File: src/rtl/pipeline_hazard_ctrl_if.sv
// rtl/pipeline_hazard_ctrl_if.sv - hazard-controller signal bundle between the pipeline and the stall/flush controller
interface pipeline_hazard_ctrl_if;
    logic [4:0]  id_rs1;
    logic [4:0]  id_rs2;
    logic        id_uses_rs1;
    logic        id_uses_rs2;
    logic        ex_memread;
    logic [4:0]  ex_rd;
    logic        branch_taken;
    logic        mem_req;
    logic        mem_ready;
    logic        pc_en;
    logic        ifid_en;
    logic        idex_en;
    logic        exmem_en;
    logic        memwb_en;
    logic        ifid_flush;
    logic        idex_flush;
    logic        lu_active;
    logic [15:0] stall_cnt;

    // Pipeline side: supplies the hazard-detection inputs, consumes enables/flushes.
    modport master (
        output id_rs1, id_rs2, id_uses_rs1, id_uses_rs2, ex_memread, ex_rd,
               branch_taken, mem_req, mem_ready,
        input  pc_en, ifid_en, idex_en, exmem_en, memwb_en, ifid_flush, idex_flush,
               lu_active, stall_cnt
    );

    // Controller side.
    modport slave (
        input  id_rs1, id_rs2, id_uses_rs1, id_uses_rs2, ex_memread, ex_rd,
               branch_taken, mem_req, mem_ready,
        output pc_en, ifid_en, idex_en, exmem_en, memwb_en, ifid_flush, idex_flush,
               lu_active, stall_cnt
    );
endinterface

File: src/rtl/pipeline_hazard_ctrl.sv
// rtl/pipeline_hazard_ctrl.sv - stall/flush controller for load-use, taken-branch and data-memory wait hazards
module pipeline_hazard_ctrl #(
    parameter int LOAD_USE_CYCLES = 1
) (
    input  logic                 clk,
    input  logic                 reset,
    pipeline_hazard_ctrl_if.slave bus
);
    typedef enum logic {RUN, LU_STALL} state_t;

    localparam logic [2:0] BC_INIT = 3'(LOAD_USE_CYCLES - 1);

    state_t      state_q, state_d;
    logic [2:0]  bc_q, bc_d;
    logic [15:0] stall_cnt_q, stall_cnt_d;
    logic        lu_active_q, lu_active_d;

    logic hazard;
    logic mem_wait;

    always_comb begin
        hazard = bus.ex_memread && (bus.ex_rd != 5'd0) &&
                 ((bus.id_uses_rs1 && (bus.id_rs1 == bus.ex_rd)) ||
                  (bus.id_uses_rs2 && (bus.id_rs2 == bus.ex_rd)));
        mem_wait = bus.mem_req && !bus.mem_ready;
    end

    always_comb begin
        state_d        = state_q;
        bc_d           = bc_q;
        bus.pc_en      = 1'b1;
        bus.ifid_en    = 1'b1;
        bus.idex_en    = 1'b1;
        bus.exmem_en   = 1'b1;
        bus.memwb_en   = 1'b1;
        bus.ifid_flush = 1'b0;
        bus.idex_flush = 1'b0;

        if (reset || mem_wait) begin
            // Freeze the whole pipeline; FSM and bubble count hold.
            bus.pc_en    = 1'b0;
            bus.ifid_en  = 1'b0;
            bus.idex_en  = 1'b0;
            bus.exmem_en = 1'b0;
            bus.memwb_en = 1'b0;
        end else begin
            unique case (state_q)
                RUN: begin
                    if (bus.branch_taken) begin
                        bus.ifid_flush = 1'b1;
                        bus.idex_flush = 1'b1;
                    end else if (hazard) begin
                        bus.pc_en      = 1'b0;
                        bus.ifid_en    = 1'b0;
                        bus.idex_flush = 1'b1;
                        if (LOAD_USE_CYCLES > 1) begin
                            state_d = LU_STALL;
                            bc_d    = BC_INIT;
                        end
                    end
                end
                LU_STALL: begin
                    // EX holds a bubble here, so branch/hazard inputs are meaningless.
                    bus.pc_en      = 1'b0;
                    bus.ifid_en    = 1'b0;
                    bus.idex_flush = 1'b1;
                    bc_d           = bc_q - 3'd1;
                    if (bc_q == 3'd1) begin
                        state_d = RUN;
                    end
                end
                default: state_d = RUN;
            endcase
        end

        lu_active_d = (state_d == LU_STALL);
        stall_cnt_d = stall_cnt_q;
        if (!bus.pc_en && (stall_cnt_q != 16'hFFFF)) begin
            stall_cnt_d = stall_cnt_q + 16'd1;
        end
    end

    always_ff @(posedge clk or posedge reset) begin
        if (reset) begin
            state_q     <= RUN;
            bc_q        <= 3'd0;
            stall_cnt_q <= 16'd0;
            lu_active_q <= 1'b0;
        end else begin
            state_q     <= state_d;
            bc_q        <= bc_d;
            stall_cnt_q <= stall_cnt_d;
            lu_active_q <= lu_active_d;
        end
    end

    assign bus.lu_active = lu_active_q;
    assign bus.stall_cnt = stall_cnt_q;
endmodule

File: src/flat_wrapper.sv
// flat-port wrapper written by rule: the top's interface ports become plain ports
module pipeline_hazard_ctrl_flat 
#(
    parameter int LOAD_USE_CYCLES = 1
)
  (clk, reset, bus_id_rs1, bus_id_rs2, bus_id_uses_rs1, bus_id_uses_rs2, bus_ex_memread, bus_ex_rd, bus_branch_taken, bus_mem_req, bus_mem_ready, bus_pc_en, bus_ifid_en, bus_idex_en, bus_exmem_en, bus_memwb_en, bus_ifid_flush, bus_idex_flush, bus_lu_active, bus_stall_cnt);
  pipeline_hazard_ctrl_if bus_i ();
  input  logic clk;
  input  logic reset;
  input wire logic [$bits(bus_i.id_rs1)-1:0] bus_id_rs1;
  input wire logic [$bits(bus_i.id_rs2)-1:0] bus_id_rs2;
  input wire logic [$bits(bus_i.id_uses_rs1)-1:0] bus_id_uses_rs1;
  input wire logic [$bits(bus_i.id_uses_rs2)-1:0] bus_id_uses_rs2;
  input wire logic [$bits(bus_i.ex_memread)-1:0] bus_ex_memread;
  input wire logic [$bits(bus_i.ex_rd)-1:0] bus_ex_rd;
  input wire logic [$bits(bus_i.branch_taken)-1:0] bus_branch_taken;
  input wire logic [$bits(bus_i.mem_req)-1:0] bus_mem_req;
  input wire logic [$bits(bus_i.mem_ready)-1:0] bus_mem_ready;
  output wire logic [$bits(bus_i.pc_en)-1:0] bus_pc_en;
  output wire logic [$bits(bus_i.ifid_en)-1:0] bus_ifid_en;
  output wire logic [$bits(bus_i.idex_en)-1:0] bus_idex_en;
  output wire logic [$bits(bus_i.exmem_en)-1:0] bus_exmem_en;
  output wire logic [$bits(bus_i.memwb_en)-1:0] bus_memwb_en;
  output wire logic [$bits(bus_i.ifid_flush)-1:0] bus_ifid_flush;
  output wire logic [$bits(bus_i.idex_flush)-1:0] bus_idex_flush;
  output wire logic [$bits(bus_i.lu_active)-1:0] bus_lu_active;
  output wire logic [$bits(bus_i.stall_cnt)-1:0] bus_stall_cnt;
  assign bus_i.id_rs1 = bus_id_rs1;
  assign bus_i.id_rs2 = bus_id_rs2;
  assign bus_i.id_uses_rs1 = bus_id_uses_rs1;
  assign bus_i.id_uses_rs2 = bus_id_uses_rs2;
  assign bus_i.ex_memread = bus_ex_memread;
  assign bus_i.ex_rd = bus_ex_rd;
  assign bus_i.branch_taken = bus_branch_taken;
  assign bus_i.mem_req = bus_mem_req;
  assign bus_i.mem_ready = bus_mem_ready;
  assign bus_pc_en = bus_i.pc_en;
  assign bus_ifid_en = bus_i.ifid_en;
  assign bus_idex_en = bus_i.idex_en;
  assign bus_exmem_en = bus_i.exmem_en;
  assign bus_memwb_en = bus_i.memwb_en;
  assign bus_ifid_flush = bus_i.ifid_flush;
  assign bus_idex_flush = bus_i.idex_flush;
  assign bus_lu_active = bus_i.lu_active;
  assign bus_stall_cnt = bus_i.stall_cnt;
  pipeline_hazard_ctrl #(.LOAD_USE_CYCLES(LOAD_USE_CYCLES)) u_core (.clk(clk), .reset(reset), .bus(bus_i));
endmodule
File: config.mk
export PLATFORM = sky130hd
export DESIGN_NAME = pipeline_hazard_ctrl_flat
export DESIGN_NICKNAME = d
export VERILOG_FILES = /design/src/rtl/pipeline_hazard_ctrl_if.sv /design/src/rtl/pipeline_hazard_ctrl.sv /design/src/flat_wrapper.sv
export SDC_FILE = /design/constraint.sdc
export NUM_CORES = 1
export LEC_CHECK = 0
export BUFFER_PORTS_ARGS = -buffer_cell sky130_fd_sc_hd__buf_4
export CORE_ASPECT_RATIO = 1.5
export CORE_UTILIZATION = 47
export DETAILED_ROUTE_END_ITERATION = 8
export PLACE_DENSITY_LB_ADDON = 0.25
export SETUP_SLACK_MARGIN = 0.3
export SYNTH_ARGS = -nofsm -noshare
export SYNTH_HDL_FRONTEND = slang
export SYNTH_SLANG_ARGS = --single-unit
File: constraint.sdc
create_clock -name clk -period 2.2 [get_ports clk]
set_input_delay 0.33 -clock clk [delete_from_list [all_inputs] [get_ports clk]]
set_output_delay 0.33 -clock clk [all_outputs]
set_load 0.02 [all_outputs]
== Word-level counts from Yosys, hierarchy flattened ==
Cells that the tools add are included.
Word-level totals
  register bits after elaboration: 20
  input port bits: 23
Operators by class
  $add $sub $neg: 2
  equality and inequality tests: 4
  multiplexer cells: 14
  bitwise logic cells: 2
  reductions and logical operators: 12
Operator list (count)
  $add 16x1->16 const B: 1
  $ne 16x16->1 const B: 1
  $mux 1: 12
  $eq 5x5->1: 2
  $logic_and 1x1->1: 6
  $reduce_bool 5->1: 1
  $pmux 1 s2: 2
  $eq 3x1->1 const B: 1
  $sub 3x1->3 const B: 1
  $logic_not 1->1: 2
  $logic_or 1x1->1: 2
  $not 1->1: 2
  $reduce_and 2->1: 1

== Longest topological paths before layout ==
  depth in word-level cells: 10
  mapped depth: 7
  depth with buffers taken out: 6

== Least setup slack after synthesis ==
Ideal clock, no wire load.
  path kind: input port to output port
  start: in bus_mem_ready
  end: out bus_pc_en
  data arrival time: 1742 ps
  data required time: 1870 ps
  path slack: 128 ps
  stages: 6
  cells stage by stage: inv_1 -> a21oi_1 -> nand2_1 -> a21oi_4 -> buf_6 -> buf_4
On the way
  cells in the longest elaborated chain, start to end: 4
RTL lines
  start, declared: line flat_wrapper.sv:18  | input wire logic [$bits(bus_i.mem_ready)-1:0] bus_mem_ready;
  $logic_not 1->1: line pipeline_hazard_ctrl.sv:25  | mem_wait = bus.mem_req && !bus.mem_ready;
  $logic_and 1x1->1: line pipeline_hazard_ctrl.sv:25
  $logic_or 1x1->1: line pipeline_hazard_ctrl.sv:39  | if (reset || mem_wait) begin
  $mux 1
  end, declared: line flat_wrapper.sv:19  | output wire logic [$bits(bus_i.pc_en)-1:0] bus_pc_en;
No other way between the ends.

== Final worst setup path ==
  start: in bus_ex_rd[4]
  end: out bus_pc_en
On the way
  cells in the longest elaborated chain, start to end: 8
  elaborated cells on any way between the ends: 12
  classes of those cells: 2 x eq/ne; 4 x mux; 6 x reduce/logical
RTL lines
  start, declared: line flat_wrapper.sv:15  | input wire logic [$bits(bus_i.ex_rd)-1:0] bus_ex_rd;
  $eq 5x5->1, on equally long branches: line pipeline_hazard_ctrl.sv:23, pipeline_hazard_ctrl.sv:24
  $logic_and 1x1->1, on equally long branches: line pipeline_hazard_ctrl.sv:23, pipeline_hazard_ctrl.sv:24
  $logic_or 1x1->1: line pipeline_hazard_ctrl.sv:23  | ((bus.id_uses_rs1 && (bus.id_rs1 == bus.ex_rd)) ||
  $logic_and 1x1->1 (*): line pipeline_hazard_ctrl.sv:22  | hazard = bus.ex_memread && (bus.ex_rd != 5'd0) &&
  $mux 1 (*): line pipeline_hazard_ctrl.sv:52  | end else if (hazard) begin
  $mux 1 (*): line pipeline_hazard_ctrl.sv:49  | if (bus.branch_taken) begin
  $pmux 1 s2 (*): line pipeline_hazard_ctrl.sv:47  | unique case (state_q)
  $mux 1 (*): line pipeline_hazard_ctrl.sv:39
Every way passes the cells marked *; elsewhere a longest branch is shown, timed or not.

==> results.md <==
- Status: completed
- Final period utilization: 0.868
- Setup violators final: 0
- Largest stage delay, worst path: 0.53 ns
- Main combinational cell family by area after synthesis: simple AND/OR/NAND/NOR gates
- Adder-Cell Fraction of Synth Area: 0.0318
- Worst slew margin: 0.519
- Layout Area Growth over Synthesis: 51.7%
- Crit-path cells: buf_8, or4_4, o21ai_4, nor2_2, a21oi_4, buf_12, buf_8
- Nets@finish: 199
- Netlist cell types: 31
- CP Class: in -> out
- Synth top cells by count: dfrtp_1, xor2_1, xnor2_1
- Area occupied by multi-input gates: 706 µm²
- RSZ-0062 raised after global routing: yes
- TritonCTS buffer count: 3
- TritonRoute pass-1 iters: 4
- Global Route Usage Sum: 0.230
- Core area: 2310 µm²
- Detailed Place HPWL: 2.08 mm
- CTS root buf: clkbuf_4
- #FFs+latches synth: 20
- Starting DRT DRC Count: 22
- Top-area cell type share of the netlist area: 0.424
- Die X: 42.9 µm
- Post-synth EDFFs: 0
- Initial antenna violation count: 0
- Largest cells by area after synthesis: dfrtp_1, xor2_1, xnor2_1
- Post-DR wirelength/cell: 16.8 µm
- Rows: 21
- Fin. max-slew vios: 0
- Cell taking the most area after synthesis: dfrtp_1
- Lkg Pwr: 0.000800 µW
- Multiplexer area fraction after synthesis: 0.0382
- First-pass GRT wire length: 4.81 mm
- Tightest Pin Transition: 0.721 ns
- Die height: 63.4 µm
- Fmax: 0.524 GHz
- Clock Pin Slew Worst Setup and Hold Paths: 0.12 ns
- Number of routed nets with antenna violations: 0
- Synth Area in Simple Gates: 0.223
- Initial Util: 0.510
- Vias in the first global route: 1062
- CP max-delay cell: or4_4
- Yosys warns: 0
- Syn avg cell area: 10.2 µm²
- CTS max path bufs: 2
- Min-delay worst type: in -> async
- Sequential fraction of the synthesis area: 0.424
- Pwr Total: 1960 µW
- Largest net degree at the start of global routing: 21
- XOR/XNOR share of the synthesized area: 0.186
- Tmin final: 1.91 ns
- Ys async rst share: 1.00
- Diodes inserted: 0
- Peak VDD IR: 0.855 mV
- Overflow after GRT: 0
- Hold slack: 0.149 ns
- Detailed-route DRC error count: 0
- Synth Instances: 116
- Critical path fanouts, max: 3
- Max-cap violations: 0
- Final Hold Viols: 0
- Vias per cell: 5.71
- Synth Flop Type: dfrtp_1
- Clock Latency Late Sink: 0.30 ns
- Worst endpoint required time: 1.87 ns
- Synth Cell Area: 1180 µm²
- Top-count cell post-synth: dfrtp_1
- CTS Sinks: 20
- Mapped Nets: 142
- Compound-cell area share of the yosys netlist: 0.0498
- Routed vias: 1114
- Clock tree from TritonCTS: yes
- CTS H-tree depth: 1
- Setup Total Neg Slack: 0 ns
- Critical path startpoint category: input pin
- FF+latch area: 503 µm²
- Crit end category: primary output
- Routability cong.: 0.744
- Die area: 2720 µm²
- Share of layout cells above drive strength 1: 0.477
- # port buffers: 46
- Most used cell, CP: buf_8
- Boundary pin count: 47
- Post-Route WL: 3.27 mm
- FILL cells: 160
- Power Density: 1090 nW/µm²
- Setup Skew: 0.0149 ns
- Arr. time, crit path: 1.58 ns
## cell type report
class,instances,share of cell area
Multi-Input combinational cell,86,0.394
Sequential cell,20,0.281
Timing Repair Buffer,56,0.267
Clock inverter,1,0.0168
Tap cell,23,0.0161
Clock buffer,3,0.0126
Inverter,6,0.0126
## worst max-delay path: cells and delay by family
kind,cells,cell delay (ns)
buf+inv,3,0.33
simple gates,2,0.60
compound gates,2,0.31
## what timing repair did
item,CTS,global route
setup endpoints to repair,4,16
cloned,0,0
pin swaps,5,2
buffers inserted,5,3
gates resized for setup,11,16
hold buffers,0,0
## path summary, 6_finish.rpt
check / startpoint / end / slack (ns) / cells past startpoint
max: bus_ex_rd[4] / bus_pc_en / 0.29 / 7
min: reset / u_core.bus.stall_cnt[1]$_DFFE_PP0P_ / 0.15 / 2
max reg2reg: u_core.bus.stall_cnt[3]$_DFFE_PP0P_ / u_core.bus.stall_cnt[15]$_DFFE_PP0P_ / 0.30 / 5
min reg2reg: u_core.bus.stall_cnt[2]$_DFFE_PP0P_ / u_core.bus.stall_cnt[2]$_DFFE_PP0P_ / 0.51 / 1
max in group asynchronous: reset / u_core.bus.stall_cnt[0]$_DFFE_PP0P_ / 1.56 / 2
min in group clk: reset / u_core.state_q$_DFFE_PP0P_ / 0.51 / 4
## flip-flops by register name (all words and copies together) (netlist names)
signal,cells
u_core.bus.stall_cnt,16
u_core.bc_q,3
u_core.state_q,1
## through the flow
stage / instances / instance area, µm² / worst slack (ns) / util
floorplan: 116 / 1190 / 0.268 / -
global placement: 183 / 1550 / 0.169 / 0.672
detailed placement: 183 / 1550 / 0.165 / 0.672
CTS: 192 / 1680 / 0.281 / 0.728
global route: 195 / 1790 / 0.252 / 0.774
finish: 195 / 1790 / 0.291 / 0.774
## logic make-up (layout without fill, tap and decap cells)
logic type                 count (synthesis)  in the layout
AOI/OAI and AO/OA                          7              7
xor gates and xnor gates                  25             25
adders and majority gates                  3              3
buffers and inverters                     10             66
DFF                                       20             20
muxes                                      3              3
and+or+nand+nor                           48             48
## cells in the final DEF, fill, tap and decap left out, drive strengths merged
cell,count
mux2,3
nor3b,1
ha,3
nor4,3
o22ai,1
nand2b,1
xnor2,12
buf,56
clkbuf,3
nand2,11
and3,2
o21ai,2
nand3,7
or3,2
nor3,7
nor2b,1
nand4,4
or4,1
xor2,13
a21oi,2
o31a,1
inv,6
a31oi,1
dfrtp,20
bufinv,1
nor2,6
nor4b,2
## report_power, final
group	leakage, µW	total, µW	switching (µW)	internal (µW)
clock network	0.0000279	297	113	184
logic	0.000544	937	489	447
registers	0.000228	722	200	522
total	0.000800	1960	803	1150
## metal layers
layer / part of all wire / track usage / vias to the layer above / wire (µm)
met5: 0 / 0 / - / 0
met4: 0.024 / 0.0742 / 0 / 80
met3: 0.057 / 0.0372 / 8 / 187
met2: 0.56 / 0.426 / 52 / 1840
met1: 0.36 / 0.257 / 543 / 1170
li1: - / - / 511 / -
Power figures use the tool's default switching activity.
